`config.mk`:
```
export PLATFORM = sky130hd
export DESIGN_NAME = shared_reg_arbiter_flat
export DESIGN_NICKNAME = d
export VERILOG_FILES = /design/src/rtl/shared_reg_arbiter_if.sv /design/src/rtl/shared_reg_arbiter.sv /design/src/flat_wrapper.sv
export SDC_FILE = /design/constraint.sdc
export NUM_CORES = 1
export LEC_CHECK = 0
export ABC_CLOCK_PERIOD_IN_PS = 2210
export CAP_MARGIN = 10
export CORE_AREA = 2 2 65 67
export DETAILED_ROUTE_END_ITERATION = 10
export DIE_AREA = 0 0 67 69
export GPL_TIMING_DRIVEN = 0
export PLACE_DENSITY = 0.84
export SLEW_MARGIN = 20
export SYNTH_ARGS = -nofsm -noshare
export SYNTH_HDL_FRONTEND = slang
export SYNTH_SLANG_ARGS = --single-unit
```
`constraint.sdc`:
```
create_clock -name clk -period 2.21 [get_ports clk]
set_clock_uncertainty 0.1 [all_clocks]
set_input_delay 0.221 -clock clk [delete_from_list [all_inputs] [get_ports clk]]
set_output_delay 0.221 -clock clk [all_outputs]
set_load 0.01 [all_outputs]
```
`src/rtl/shared_reg_arbiter_if.sv`:
```
// Write-request bus between requesting units and the shared register arbiter.
interface shared_reg_arbiter_if #(
  parameter int unsigned NUM_REQ = 4,
  parameter int unsigned WIDTH   = 8
);

  logic [NUM_REQ-1:0]       req;
  logic [NUM_REQ-1:0]       lock;
  logic [NUM_REQ*WIDTH-1:0] wdata;
  logic [NUM_REQ-1:0]       gnt;
  logic [NUM_REQ-1:0]       ack;
  logic                     reg_en;
  logic [WIDTH-1:0]         reg_in;
  logic                     busy;

  // Requester side: drives requests and data, observes grants and register pins.
  modport master (
    output req,
    output lock,
    output wdata,
    input  gnt,
    input  ack,
    input  reg_en,
    input  reg_in,
    input  busy
  );

  // Arbiter side.
  modport slave (
    input  req,
    input  lock,
    input  wdata,
    output gnt,
    output ack,
    output reg_en,
    output reg_in,
    output busy
  );

endinterface

```
`src/rtl/shared_reg_arbiter.sv`:
```
// Round-robin write arbiter for a single shared register, with bounded
// locked bursts. All bus outputs are registered.
module shared_reg_arbiter #(
  parameter int unsigned NUM_REQ  = 4,
  parameter int unsigned WIDTH    = 8,
  parameter int unsigned MAX_HOLD = 4
) (
  input  logic                 clk,
  input  logic                 rst,
  shared_reg_arbiter_if.slave  bus
);

  localparam int unsigned IDX_W = (NUM_REQ > 1) ? $clog2(NUM_REQ) : 1;
  localparam int unsigned CNT_W = 4;

  typedef enum logic {
    IDLE,
    GRANT
  } state_t;

  state_t             state;
  logic [IDX_W-1:0]   owner;
  logic [IDX_W-1:0]   rr_ptr;
  logic [CNT_W-1:0]   hold_cnt;

  logic [NUM_REQ-1:0] gnt_q;
  logic [NUM_REQ-1:0] ack_q;
  logic               reg_en_q;
  logic [WIDTH-1:0]   reg_in_q;
  logic               busy_q;

  logic [WIDTH-1:0]   data_arr [NUM_REQ];
  logic [IDX_W-1:0]   release_ptr;
  logic [IDX_W-1:0]   scan_ptr;
  logic [IDX_W-1:0]   win_idx;
  logic               win_found;
  logic               hold_ok;
  int unsigned        pos;

  // Split the flat data bus into per-requester words.
  always_comb begin
    for (int unsigned i = 0; i < NUM_REQ; i++) begin
      data_arr[i] = bus.wdata[i*WIDTH +: WIDTH];
    end
  end

  // Pointer after the current owner, and where this edge's scan starts.
  always_comb begin
    release_ptr = (owner == IDX_W'(NUM_REQ - 1)) ? '0 : owner + IDX_W'(1);
    scan_ptr    = (state == GRANT) ? release_ptr : rr_ptr;
  end

  // Owner keeps the grant only while it still requests, locks, and has budget.
  always_comb begin
    hold_ok = (state == GRANT) && bus.req[owner] && bus.lock[owner] &&
              (hold_cnt < CNT_W'(MAX_HOLD));
  end

  // Round-robin scan: first requester at or after scan_ptr, wrapping.
  always_comb begin
    win_found = 1'b0;
    win_idx   = '0;
    pos       = 0;
    for (int unsigned k = 0; k < NUM_REQ; k++) begin
      pos = 32'(scan_ptr) + k;
      if (pos >= NUM_REQ) begin
        pos = pos - NUM_REQ;
      end
      if (!win_found && bus.req[IDX_W'(pos)]) begin
        win_found = 1'b1;
        win_idx   = IDX_W'(pos);
      end
    end
  end

  // Grant FSM: hold a locked burst, otherwise release and re-arbitrate on the same edge.
  always_ff @(posedge clk or posedge rst) begin
    if (rst) begin
      state    <= IDLE;
      owner    <= '0;
      rr_ptr   <= '0;
      hold_cnt <= '0;
      gnt_q    <= '0;
      ack_q    <= '0;
      reg_en_q <= 1'b0;
      reg_in_q <= '0;
      busy_q   <= 1'b0;
    end else begin
      case (state)
        GRANT: begin
          if (hold_ok) begin
            hold_cnt <= hold_cnt + CNT_W'(1);
            ack_q    <= gnt_q;
            reg_en_q <= 1'b1;
            reg_in_q <= data_arr[owner];
          end else begin
            rr_ptr <= release_ptr;
            if (win_found) begin
              state    <= GRANT;
              owner    <= win_idx;
              hold_cnt <= CNT_W'(1);
              gnt_q    <= NUM_REQ'(1) << win_idx;
              ack_q    <= NUM_REQ'(1) << win_idx;
              reg_en_q <= 1'b1;
              reg_in_q <= data_arr[win_idx];
              busy_q   <= 1'b1;
            end else begin
              state    <= IDLE;
              hold_cnt <= '0;
              gnt_q    <= '0;
              ack_q    <= '0;
              reg_en_q <= 1'b0;
              busy_q   <= 1'b0;
            end
          end
        end
        default: begin
          if (win_found) begin
            state    <= GRANT;
            owner    <= win_idx;
            hold_cnt <= CNT_W'(1);
            gnt_q    <= NUM_REQ'(1) << win_idx;
            ack_q    <= NUM_REQ'(1) << win_idx;
            reg_en_q <= 1'b1;
            reg_in_q <= data_arr[win_idx];
            busy_q   <= 1'b1;
          end else begin
            state    <= IDLE;
            hold_cnt <= '0;
            gnt_q    <= '0;
            ack_q    <= '0;
            reg_en_q <= 1'b0;
            busy_q   <= 1'b0;
          end
        end
      endcase
    end
  end

  assign bus.gnt    = gnt_q;
  assign bus.ack    = ack_q;
  assign bus.reg_en = reg_en_q;
  assign bus.reg_in = reg_in_q;
  assign bus.busy   = busy_q;

endmodule

```
`src/flat_wrapper.sv`:
```
// flat-port wrapper written by rule: the top's interface ports become plain ports
module shared_reg_arbiter_flat 
#(
  parameter int unsigned NUM_REQ  = 4,
  parameter int unsigned WIDTH    = 8,
  parameter int unsigned MAX_HOLD = 4
)
  (clk, rst, bus_req, bus_lock, bus_wdata, bus_gnt, bus_ack, bus_reg_en, bus_reg_in, bus_busy);
  shared_reg_arbiter_if #(.NUM_REQ(NUM_REQ), .WIDTH(WIDTH)) bus_i ();
  input  logic clk;
  input  logic rst;
  input wire logic [$bits(bus_i.req)-1:0] bus_req;
  input wire logic [$bits(bus_i.lock)-1:0] bus_lock;
  input wire logic [$bits(bus_i.wdata)-1:0] bus_wdata;
  output wire logic [$bits(bus_i.gnt)-1:0] bus_gnt;
  output wire logic [$bits(bus_i.ack)-1:0] bus_ack;
  output wire logic [$bits(bus_i.reg_en)-1:0] bus_reg_en;
  output wire logic [$bits(bus_i.reg_in)-1:0] bus_reg_in;
  output wire logic [$bits(bus_i.busy)-1:0] bus_busy;
  assign bus_i.req = bus_req;
  assign bus_i.lock = bus_lock;
  assign bus_i.wdata = bus_wdata;
  assign bus_gnt = bus_i.gnt;
  assign bus_ack = bus_i.ack;
  assign bus_reg_en = bus_i.reg_en;
  assign bus_reg_in = bus_i.reg_in;
  assign bus_busy = bus_i.busy;
  shared_reg_arbiter #(.NUM_REQ(NUM_REQ), .WIDTH(WIDTH), .MAX_HOLD(MAX_HOLD)) u_core (.clk(clk), .rst(rst), .bus(bus_i));
endmodule
```
# After elaboration in Yosys (flattened, before gate mapping)

Cells that the tools add are included.

Logic and storage cells: 93
Register bits after elaboration: 22
Input port bits: 42

Bitwise gates (word level): 3
$lt $le $gt $ge: 12
Shift-type cells: 1
Multiplexer cells: 49
Reductions and logical operators: 10
$add $sub $neg: 9
Equality and inequality tests: 2

Operators by type and width:

| kind                  | number |
|---|---|
| $mux W8               | 7 |
| $bmux W8 S2           | 2 |
| $mux W2               | 13 |
| $mux W4               | 5 |
| $mux W1               | 16 |
| $ge A3 B3 Y1 const B  | 5 |
| $lt A2 B3 Y1 const B  | 5 |
| $bmux W1 S2           | 6 |
| $sub A2 B1 Y2 const B | 4 |
| $add A2 B2 Y3 const B | 2 |
| $logic_and A1 B1 Y1   | 6 |
| $not A2 Y3            | 2 |
| $add A4 B1 Y4 const B | 1 |
| $lt A4 B3 Y1 const B  | 1 |
| $shl A1 B2 Y4 const A | 1 |
| $add A2 B1 Y3 const B | 1 |
| $ge A2 B3 Y1 const B  | 1 |
| $logic_not A1 Y1      | 3 |
| $add A2 B1 Y2 const B | 1 |
| $eq A2 B2 Y1 const B  | 1 |
| $ne A2 B2 Y1 const B  | 1 |
| $reduce_and A2 Y1     | 1 |
| $not A1 Y1            | 1 |

# Depth between registers and ports, before layout

Gate-level depths: netlist of the first run.

Depth in word-level cells: 24
Mapped depth: 7
Mapped depth without buffers: 6

# Least setup slack after synthesis of the first run

OpenSTA, ideal clock, no wires.

Kind: register to register
Start point: register u_core.owner[1]
End point: register u_core.reg_in_q[3], in the netlist u_core.bus.reg_in[3]
Library setup time: 0.118 ns
Arrival time: 2.051 ns
Period minus slack after synthesis: 2.269 ns
Cell stages (with the launch flop): 8
Setup slack: -0.059 ns
Cell sequence: dfrtp_1 > ha_1 > o211a_1 > a211oi_1 > a2bb2oi_1 > buf_2 > mux4_2 > a21o_1

Cells in the longest elaborated chain, start to end: 24
Elaborated cells on any way between the ends: 59

Ends and longest elaborated chain:

| item                                                                   | line                                                | source |
|---|---|---|
| start, declared                                                        | shared_reg_arbiter.sv:22                            | `logic [IDX_W-1:0] owner;` |
| start signal, assigned                                                 | shared_reg_arbiter.sv:100                           | `owner <= win_idx;` |
| start signal, assigned                                                 | shared_reg_arbiter.sv:120                           | `owner <= win_idx;` |
| $add A2 B1 Y2 or $eq A2 B2 Y1 (tied branches)                          | shared_reg_arbiter.sv:49                            | `release_ptr = (owner == IDX_W'(NUM_REQ - 1)) ? '0 : owner + IDX_W'(1);` |
| $mux W2 *                                                              | shared_reg_arbiter.sv:49                            |  |
| named net u_core.release_ptr[1]                                        | shared_reg_arbiter.sv:33                            | `logic [IDX_W-1:0] release_ptr;` |
| $mux W2 *                                                              | shared_reg_arbiter.sv:50                            | `scan_ptr = (state == GRANT) ? release_ptr : rr_ptr;` |
| parallel branches: the longest is 18 deep, another holds $add A2 B1 Y3 | -                                                   |  |
| $mux W8 *                                                              | shared_reg_arbiter.sv:98, shared_reg_arbiter.sv:118 |  |
| $mux W8                                                                | shared_reg_arbiter.sv:91                            | `if (hold_ok) begin` |
| $mux W8 *                                                              | shared_reg_arbiter.sv:89                            | `case (state)` |
| end signal, assigned                                                   | shared_reg_arbiter.sv:95                            | `reg_in_q <= data_arr[owner];` |
| end signal, assigned                                                   | shared_reg_arbiter.sv:105                           | `reg_in_q <= data_arr[win_idx];` |
| end signal, assigned                                                   | shared_reg_arbiter.sv:125                           | `reg_in_q <= data_arr[win_idx];` |
| end, declared                                                          | shared_reg_arbiter.sv:29                            | `logic [WIDTH-1:0] reg_in_q;` |

Mark *: on every way through the listed nets, which the timed path passes. The select of a mux whose other input is x is not followed.
A chain may end at the register's enable or synchronous reset.

# Final worst setup path of the first run

Start point: register u_core.owner[0]
End point: register u_core.reg_in_q[2], in the netlist u_core.bus.reg_in[2]

The elaborated chain is that of the path after synthesis.

==> impl_metrics.yaml, run 1 <==
synthesis:
  synth_enable_flop_cells: 0
  post_synth_num_cell_types: 37
  post-synth-top-area-fraction: 0.373
  netlist_instances: 120
  synth_area_leaders: "sky130_fd_sc_hd__dfrtp_1, sky130_fd_sc_hd__mux4_2, sky130_fd_sc_hd__a22o_1, sky130_fd_sc_hd__a21o_1, sky130_fd_sc_hd__nand2_1"
  ys_top_cells_by_count: "sky130_fd_sc_hd__dfrtp_1, sky130_fd_sc_hd__mux4_2, sky130_fd_sc_hd__nand2_1, sky130_fd_sc_hd__nor2_1"
  muxShareOfSynthArea: 0.259
  synth_top_family_by_area: "multiplexers"
  synthFlopType: "sky130_fd_sc_hd__dfrtp_1"
  yosys_warns: 0
  yosys.area_share.xor_xnor: 0
  synth_fa_ha_area_frac: 0.0169
  ys_async_rst_share: 1.00
  synth-seq-cells: 22
  synth_area_per_cell_um2: 12.3
  synth_compound_gate_area_share: 0.206
  synthMostInstantiatedCell: "sky130_fd_sc_hd__dfrtp_1"
  syn_nets: 164
  synth-seq-area-share: 0.373
  synthesized_area_um2: 1480
  post_synth_and_or_nand_nor_area_fraction: 0.0898
  synth_top_cell_by_area: "sky130_fd_sc_hd__dfrtp_1"
clock_tree:
  clock_tree.buffer_depth: 2
  ctsHoldBuffers: 0
  cts_bufs_inserted: 3
  cts_tree: "yes"
  cts_sinks: 22
  clockRootBuffer: "sky130_fd_sc_hd__clkbuf_8"
  clk-insertion-delay-late_ns: 0.26
  ctsHtreeMaxLevel: 1
  clk_transition_reported_paths_ns: 0.08
run:
  drv_cap: 0
placed_design:
  placement.io_buffers: 59
  detailedPlacementHpwl_um: 2970
  worst_setup_slack_after_placement_ns: -0.358
  routabilityCongestion: 0.791
final_layout:
  nNetsFinal: 234
  register_area_um2: 552
  drive_above_1_share: 0.243
  multi_input_area_um2: 892
  insertedDiodeCount: 0
  layout-area-overhead-vs-synth_pct: 56.5
  fill_cells: 330
  utilization_after_layout: 0.590
global_routing:
  grt_pass1_vias: 1401
  grt_first_pass_wirelength_um: 6350
  initial_antenna_violation_count: 0
  overall_track_demand_over_capacity_in_global_routing: 0.173
  overflow: 0
  grt_start_max_net_pins: 23
power_and_ir_drop:
  netSwitchingPower_mw: 0.989
  power.density_cell_area_nw_per_um2: 1230
  p_int_mw: 1.86
  worst_ir_drop_vdd_mv: 0.623
  net_switching_share_of_the_total_power: 0.347
  p_seq_frac: 0.241
  power.total_mw: 2.85
  cellLeakagePower_nw: 0.932
  clock_share_of_power: 0.130
  power.share.combinational: 0.629
worst_hold_path:
  hold_class: "primary input to asynchronous set/reset pin"
die:
  fp.dieH_um: 69
  fp.dieW_um: 67
  design.die.area_um2: 4620
  ioPinCount: 60
  starting_density_of_the_core: 0.377
  core_region_area_um2: 3910
  num_rows: 23
sta:
  finalSetupViolations: 8
  period_needed_ns: 2.29
  final.setup.worst_slack_ns: -0.0756
  hold_violations: 0
  worst_pin_slew_ns: 0.832
  maxSlewViolCount: 0
  max_slew_margin: 0.445
  totalNegativeSetupSlack_ns: -0.445
  fmaxAchievable_mhz: 438
  rsz0062_at_grt: "yes"
  final_cycle_utilization_of_the_critical_path: 1.03
  final.hold.worst_slack_ns: 0.316
status:
  violations_in_the_final_reports: "setup timing"
  result_of_the_run: "finished with violations"
drt:
  dr.first_iter.drc_count: 23
  route.detailed.wl_per_inst_um: 15.8
  drt_first_pass_iters: 4
  postRouteAntennaNets: 0
  vias_per_cell: 5.46
  detailroute.via_count: 1305
  totalWireLength_um: 3790
  number_of_remaining_drc_errors: 0
setup_path:
  setup.worst_path.end_class: "register"
  critPathKind: "register to register"
  startpoint_type: "register"
  worst-endpoint-required_ns: 2.26
  worstPathMaxFanout: 9
  worst_ep_arrival_time_ns: 2.34
[placed cells by master, fill, tap and decap left out, types with 3 or more instances in the layout]
cell type / netlist / final
sky130_fd_sc_hd__clkdlybuf4s50_1: 0 / 59
sky130_fd_sc_hd__o22a_1: 4 / 4
sky130_fd_sc_hd__mux4_2: 16 / 16
sky130_fd_sc_hd__nor2_1: 7 / 6
sky130_fd_sc_hd__buf_4: 4 / 9
sky130_fd_sc_hd__nand2_1: 10 / 9
sky130_fd_sc_hd__inv_1: 5 / 5
sky130_fd_sc_hd__dfrtp_1: 22 / 21
sky130_fd_sc_hd__clkbuf_8: 0 / 3
sky130_fd_sc_hd__a22o_1: 5 / 5
sky130_fd_sc_hd__o21a_1: 4 / 4
sky130_fd_sc_hd__a21o_1: 5 / 5
[per-layer routing]
layer  GRT usage  wire, um
met5           0         0
met4      0.0340        46
met3      0.0408       237
met2       0.312      2030
met1       0.205      1480
[per-stage QoR]
step,instances,instance area (um^2)
4_1_cts,236,2280
5_1_grt,239,2310
3_5_place_dp,229,2150
2_1_floorplan,120,1500
3_3_place_gp,229,2150
6_report,239,2310
[registers in the layout, indices dropped and copies added (netlist names)]
name / count
u_core.bus.busy: 1
u_core.bus.reg_in: 8
u_core.bus.gnt: 4
u_core.state: 1
u_core.hold_cnt: 4
u_core.owner: 2
u_core.rr_ptr: 2
[final timing paths]
| path | startpoint | end | slack (ns) | cells after the start |
|---|---|---|---|---|
| max in group asynchronous | rst | u_core.owner[1] | 1.13 | 2 |
| worst min-delay path | rst | u_core.bus.busy | 0.32 | 2 |
| worst min register to register | u_core.hold_cnt[0] | u_core.hold_cnt[0] | 0.36 | 1 |
| worst max-delay path | u_core.owner[0] | u_core.bus.reg_in[2] | -0.08 | 7 |
| worst max register to register | u_core.owner[0] | u_core.bus.reg_in[2] | -0.08 | 7 |
| min in group clk | u_core.hold_cnt[0] | u_core.hold_cnt[0] | 0.36 | 1 |
[worst max-delay path: stages (launching register included)]
cell	delay (ns)
sky130_fd_sc_hd__dfrtp_1	0.43
sky130_fd_sc_hd__ha_4	0.28
sky130_fd_sc_hd__o211a_1	0.24
sky130_fd_sc_hd__a32oi_2	0.20
sky130_fd_sc_hd__o221ai_4	0.14
sky130_fd_sc_hd__buf_12	0.17
sky130_fd_sc_hd__mux4_2	0.43
sky130_fd_sc_hd__a21o_1	0.19
[final cells by class]
type                       instances  share of cell area
buffer                             9              0.0287
clock buffer                       3              0.0179
clock inverter                     1              0.0130
inverter                           5             0.00812
multi-input combinational         84               0.386
sequential                        22               0.239
tap                               50              0.0271
timing repair buffer              65               0.280
[cell families after synthesis]
logic type / Yosys count
other: 1
AO/OA/AOI/OAI: 36
buffers and inverters: 14
flip-flops: 22
AND/OR/NAND/NOR: 27
multiplexers: 18
adder cells (fa/ha/maj): 2
[power by group through the flow]
| stage | Combinational [mW] | Sequential, mW | Clock [mW] |
|---|---|---|---|
| 2_1_floorplan | 1.05 | 0.721 | 0 |
| 3_3_place_gp | 1.61 | 0.683 | 0 |
| 3_5_place_dp | 1.64 | 0.691 | 0 |
| 4_1_cts | 1.77 | 0.683 | 0.372 |
| 5_1_grt | 1.92 | 0.706 | 0.389 |
| 6_report | 1.79 | 0.687 | 0.372 |
[repair_timing]
| action | 4_1_cts | 5_1_grt |
|---|---|---|
| endpoints found under the setup margin | 10 | 14 |
| pin swaps | 2 | 2 |
| gates resized for setup | 5 | 3 |
| setup buffers | 3 | 3 |
(Power assumes the default switching activity.)
==> run 2: changes to the inputs <==
Settings changed: ABC_CLOCK_PERIOD_IN_PS 2210 to 2600, CORE_AREA 2 2 65 67 to 2 2 62 64, DIE_AREA 0 0 67 69 to 0 0 64 66, PLACE_DENSITY 0.84 to 0.88.
Clock period 2.21 ns to 2.6 ns, I/O delays scaled along.
==> impl_metrics.yaml, run 2 (synthesis results as in run 1) <==
status:
  result_of_the_run: "complete, no violations"
die:
  fp.dieH_um: 66
  num_rows: 22
  design.die.area_um2: 4220
  core_region_area_um2: 3550
  fp.dieW_um: 64
  starting_density_of_the_core: 0.416
  ioPinCount: 60
sta:
  worst_pin_slew_ns: 0.952
  rsz0062_at_grt: "no"
  hold_violations: 0
  period_needed_ns: 2.54
  finalSetupViolations: 0
  final_cycle_utilization_of_the_critical_path: 0.975
  totalNegativeSetupSlack_ns: 0
  maxSlewViolCount: 0
  max_slew_margin: 0.360
  final.hold.worst_slack_ns: 0.308
  fmaxAchievable_mhz: 394
setup_path:
  critical_path.slowest_cell: "sky130_fd_sc_hd__mux4_2"
  crit_chain: "ha_1, o211a_1, a32oi_2, o221ai_2, mux4_2, o21a_1"
  top_family_by_delay_on_critical_path: "compound AO/OA/AOI/OAI gates"
  timing.rr.start: "u_core.owner[1]"
  worst-endpoint-required_ns: 2.71
  worst-r2r-setup-slack_ns: 0.06
  reg2reg_to: "u_core.bus.reg_in[0]"
  critPathKind: "register to register"
  setup.worst_path.end_class: "register"
  setup.worst_path.start: "u_core.owner[1]"
  worst_ep_arrival_time_ns: 2.65
  startpoint_type: "register"
  max_stage_delay_ns: 0.49
  worstRegToRegCells: 6
  critical_path_buf_inv_count: 0
  worstPathMaxFanout: 5
clock_tree:
  cts_sinks: 22
  ctsHtreeMaxLevel: 1
  ctsHoldBuffers: 0
  clk-insertion-delay-late_ns: 0.31
  cts_tree: "yes"
  clock_tree.buffer_depth: 2
  clockRootBuffer: "sky130_fd_sc_hd__clkbuf_4"
  clk_transition_reported_paths_ns: 0.12
  cts_bufs_inserted: 3
final_layout:
  layout_common_cells: "sky130_fd_sc_hd__clkdlybuf4s50_1, sky130_fd_sc_hd__dfrtp_1, sky130_fd_sc_hd__mux4_2"
  drive_above_1_share: 0.196
  number_of_flip_flops_under_the_largest_register_name: 8
  layout_commonest_cell: "sky130_fd_sc_hd__clkdlybuf4s50_1"
  layout-area-overhead-vs-synth_pct: 48.5
  register_area_um2: 551
  fill_cells: 286
  nNetsFinal: 230
  multi_input_area_um2: 881
  insertedDiodeCount: 0
power_and_ir_drop:
  worst_ir_drop_vdd_mv: 0.359
  power.density_cell_area_nw_per_um2: 982
  cellLeakagePower_nw: 0.880
drt:
  totalWireLength_um: 4070
  route.detailed.wl_per_inst_um: 17.5
  vias_per_cell: 5.77
  postRouteAntennaNets: 0
  drt_first_pass_iters: 4
  detailroute.via_count: 1338
  number_of_remaining_drc_errors: 0
  dr.first_iter.drc_count: 56
global_routing:
  grt_first_pass_wirelength_um: 6470
  overall_track_demand_over_capacity_in_global_routing: 0.195
  overflow: 0
  grt_pass1_vias: 1374
  initial_antenna_violation_count: 0
  grt_start_max_net_pins: 23
placed_design:
  routabilityCongestion: 0.915
  placement.io_buffers: 59
  detailedPlacementHpwl_um: 3060
run:
  drv_cap: 0
worst_hold_path:
  hold_class: "primary input to asynchronous set/reset pin"
==> run 2: cell count changes in the layout (fill, tap and decap cells not counted), sizes merged <==
cell,delta
buf,-6
clkbuf,+1
bufinv,-1
o221ai,+1
==> run 2: power breakdown <==
part / internal [mW] / total (mW) / switching (mW)
logic: 0.804 / 1.42 / 0.612
registers: 0.480 / 0.579 / 0.0996
clock network: 0.0541 / 0.156 / 0.102
==> run 2: cell type report <==
cell class	count	area share
multi-input combinational	85	0.402
timing repair buffer	60	0.273
sequential	22	0.251
buffer	9	0.0280
tap	48	0.0274
clock buffer	3	0.0103
inverter	5	0.00856
==> run 2: how the worst max path moves through the flow <==
stage | cells after the start | slack, ns | end
after floorplan | 7 | 0.33 | u_core.bus.reg_in[3]
after global placement | 5 | 0.02 | u_core.bus.reg_in[6]
after detailed placement | 5 | 0.06 | u_core.bus.reg_in[0]
after CTS | 7 | 0.04 | u_core.bus.reg_in[3]
after global routing | 6 | 0.004 | u_core.bus.reg_in[1]
final | 6 | 0.06 | u_core.bus.reg_in[0]
==> run 2: timing repair <==
| item | in CTS | in global routing |
|---|---|---|
| buffers inserted | 0 | 1 |
| resized for setup | 0 | 4 |
| endpoints found under the setup margin | 0 | 8 |
==> run 2: routing by layer <==
layer  global-route usage  routed length, um
met1                0.245               1670
met2                0.355               2150
met4               0.0408                 20
met5                    0                  0
met3               0.0307                225
==> run 2: stage by stage <==
| stage | power [mW] | cell area (um^2) | worst slack, ns | util | std cells |
|---|---|---|---|---|---|
| after CTS | 2.10 | 2150 | 0.0440 | 0.605 | 230 |
| after global routing | 2.30 | 2190 | 0.00403 | 0.617 | 232 |
| final | 2.15 | 2190 | 0.0640 | 0.617 | 232 |
| after global placement | 1.89 | 2130 | 0.0172 | 0.599 | 227 |
| after detailed placement | 1.94 | 2130 | 0.0624 | 0.599 | 227 |
| after floorplan | 1.46 | 1480 | 0.331 | - | 120 |
==> run 3: changes to the inputs <==
Settings changed: ABC_CLOCK_PERIOD_IN_PS 2600 to 3150, CORE_AREA 2 2 62 64 to 2 2 60 62, DIE_AREA 0 0 64 66 to 0 0 62 64, PLACE_DENSITY 0.88 to 0.93.
Clock period 2.6 ns to 3.15 ns, I/O delays scaled along.
==> impl_metrics.yaml, run 3 (synthesis results as in run 1) <==
status:
  result_of_the_run: "complete, no violations"
clock_tree:
  ctsHtreeMaxLevel: 1
  clk-insertion-delay-late_ns: 0.31
  cts_bufs_inserted: 3
  clockRootBuffer: "sky130_fd_sc_hd__clkbuf_4"
  cts_sinks: 22
  ctsHoldBuffers: 0
  cts_tree: "yes"
  clk_transition_reported_paths_ns: 0.11
  postCtsResizedCells: 0
  clock_tree.buffer_depth: 2
  postCtsSetupRepairBufs: 0
setup_path:
  critPathKind: "register to register"
  startpoint_type: "register"
  worst_ep_arrival_time_ns: 2.73
  worstPathMaxFanout: 10
  worst-endpoint-required_ns: 3.26
  setup.worst_path.end_class: "register"
drt:
  vias_per_cell: 5.73
  drt_first_pass_iters: 4
  number_of_remaining_drc_errors: 0
  postRouteAntennaNets: 0
  route.detailed.wl_per_inst_um: 16.8
  dr.first_iter.drc_count: 63
  detailroute.via_count: 1306
  totalWireLength_um: 3830
final_layout:
  finish.cell_count_without_fillers: 228
  utilization_after_layout: 0.654
  drive_above_1_share: 0.170
  number_of_flip_flops_under_the_largest_register_name: 8
  layout_common_cells: "sky130_fd_sc_hd__clkdlybuf4s50_1, sky130_fd_sc_hd__dfrtp_1, sky130_fd_sc_hd__mux4_2"
  insertedDiodeCount: 0
  layout-area-overhead-vs-synth_pct: 45.4
  layout_commonest_cell: "sky130_fd_sc_hd__clkdlybuf4s50_1"
  nNetsFinal: 228
  finalInstanceArea_um2: 2150
die:
  fp.dieW_um: 62
  starting_density_of_the_core: 0.450
  ioPinCount: 60
  core_region_area_um2: 3280
  design.die.area_um2: 3970
  num_rows: 21
  fp.dieH_um: 64
global_routing:
  met1_usage: 0.259
  top_usage_layer: "met2"
  grt_pass1_vias: 1363
  grt_start_max_net_pins: 23
  overall_track_demand_over_capacity_in_global_routing: 0.205
  overflow: 0
  grt_first_pass_wirelength_um: 6050
  grt_util_met2: 0.353
  grt_util_met3: 0.0142
  initial_antenna_violation_count: 0
sta:
  period_needed_ns: 2.62
  finalSetupViolations: 0
  final.setup.worst_slack_ns: 0.527
  totalNegativeSetupSlack_ns: 0
  max_slew_margin: 0.323
  maxSlewViolCount: 0
  final.hold.worst_slack_ns: 0.362
  final_cycle_utilization_of_the_critical_path: 0.833
  hold_violations: 0
  fmaxAchievable_mhz: 381
  worst_pin_slew_ns: 1.01
  rsz0062_at_grt: "no"
placed_design:
  detailedPlacementHpwl_um: 3020
  dp_cells: 225
  dpl_cell_area_um2: 2120
  placement.io_buffers: 59
  worst_setup_slack_after_placement_ns: 0.449
  routabilityCongestion: 0.775
power_and_ir_drop:
  p_int_mw: 1.08
  netSwitchingPower_mw: 0.643
  net_switching_share_of_the_total_power: 0.374
  p_seq_frac: 0.277
  clock_share_of_power: 0.074
  power.total_mw: 1.72
  worst_ir_drop_vdd_mv: 0.341
  power.density_cell_area_nw_per_um2: 802
  cellLeakagePower_nw: 0.870
  power.share.combinational: 0.649
run:
  drv_cap: 0
worst_hold_path:
  hold_class: "primary input to asynchronous set/reset pin"
==> run 3: worst paths after layout <==
path / startpoint / cells after the start / slack (ns) / to
max in group asynchronous: rst / 2 / 2.08 / u_core.bus.gnt[0]
min in group clk: u_core.hold_cnt[0] / 1 / 0.37 / u_core.hold_cnt[0]
worst max-delay path: u_core.owner[1] / 7 / 0.53 / u_core.bus.reg_in[7]
worst min-delay path: rst / 2 / 0.36 / u_core.bus.reg_in[4]
worst min register to register: u_core.hold_cnt[0] / 1 / 0.37 / u_core.hold_cnt[0]
worst max register to register: u_core.owner[1] / 7 / 0.53 / u_core.bus.reg_in[7]
==> run 3: routing by layer <==
| layer | vias up | wire length (um) |
|---|---|---|
| met1 | 644 | 1540 |
| met5 | - | 0 |
| met3 | 8 | 231 |
| li1 | 595 | - |
| met2 | 59 | 1980 |
| met4 | 0 | 74 |
==> run 3: worst max-delay path, stage by stage (launching register included) <==
cell and delay (ns):
sky130_fd_sc_hd__dfrtp_1 0.44, sky130_fd_sc_hd__ha_1 0.37, sky130_fd_sc_hd__o211a_1 0.27, sky130_fd_sc_hd__a211oi_1 0.22
sky130_fd_sc_hd__a2bb2oi_1 0.28, sky130_fd_sc_hd__buf_2 0.31, sky130_fd_sc_hd__mux4_2 0.34, sky130_fd_sc_hd__o21a_1 0.18
==> run 3: power by group through the flow <==
| stage | sequential [mW] | clock (mW) | combinational (mW) |
|---|---|---|---|
| floorplan | 0.500 | 0 | 0.709 |
| global placement | 0.474 | 0 | 1.07 |
| detailed placement | 0.482 | 0 | 1.12 |
| CTS | 0.476 | 0.129 | 1.13 |
| global route | 0.487 | 0.137 | 1.20 |
| finish | 0.477 | 0.127 | 1.12 |
==> run 3: area by class of cell <==
| class | count | area (um^2) |
|---|---|---|
| Multi-Input combinational cell | 84 | 848 |
| Timing Repair Buffer | 59 | 591 |
| Clock buffer | 3 | 22.5 |
| Buffer | 9 | 58.8 |
| Fill cell | 261 | 1140 |
| Tap cell | 46 | 57.6 |
| Sequential cell | 22 | 551 |
| Inverter | 5 | 18.8 |
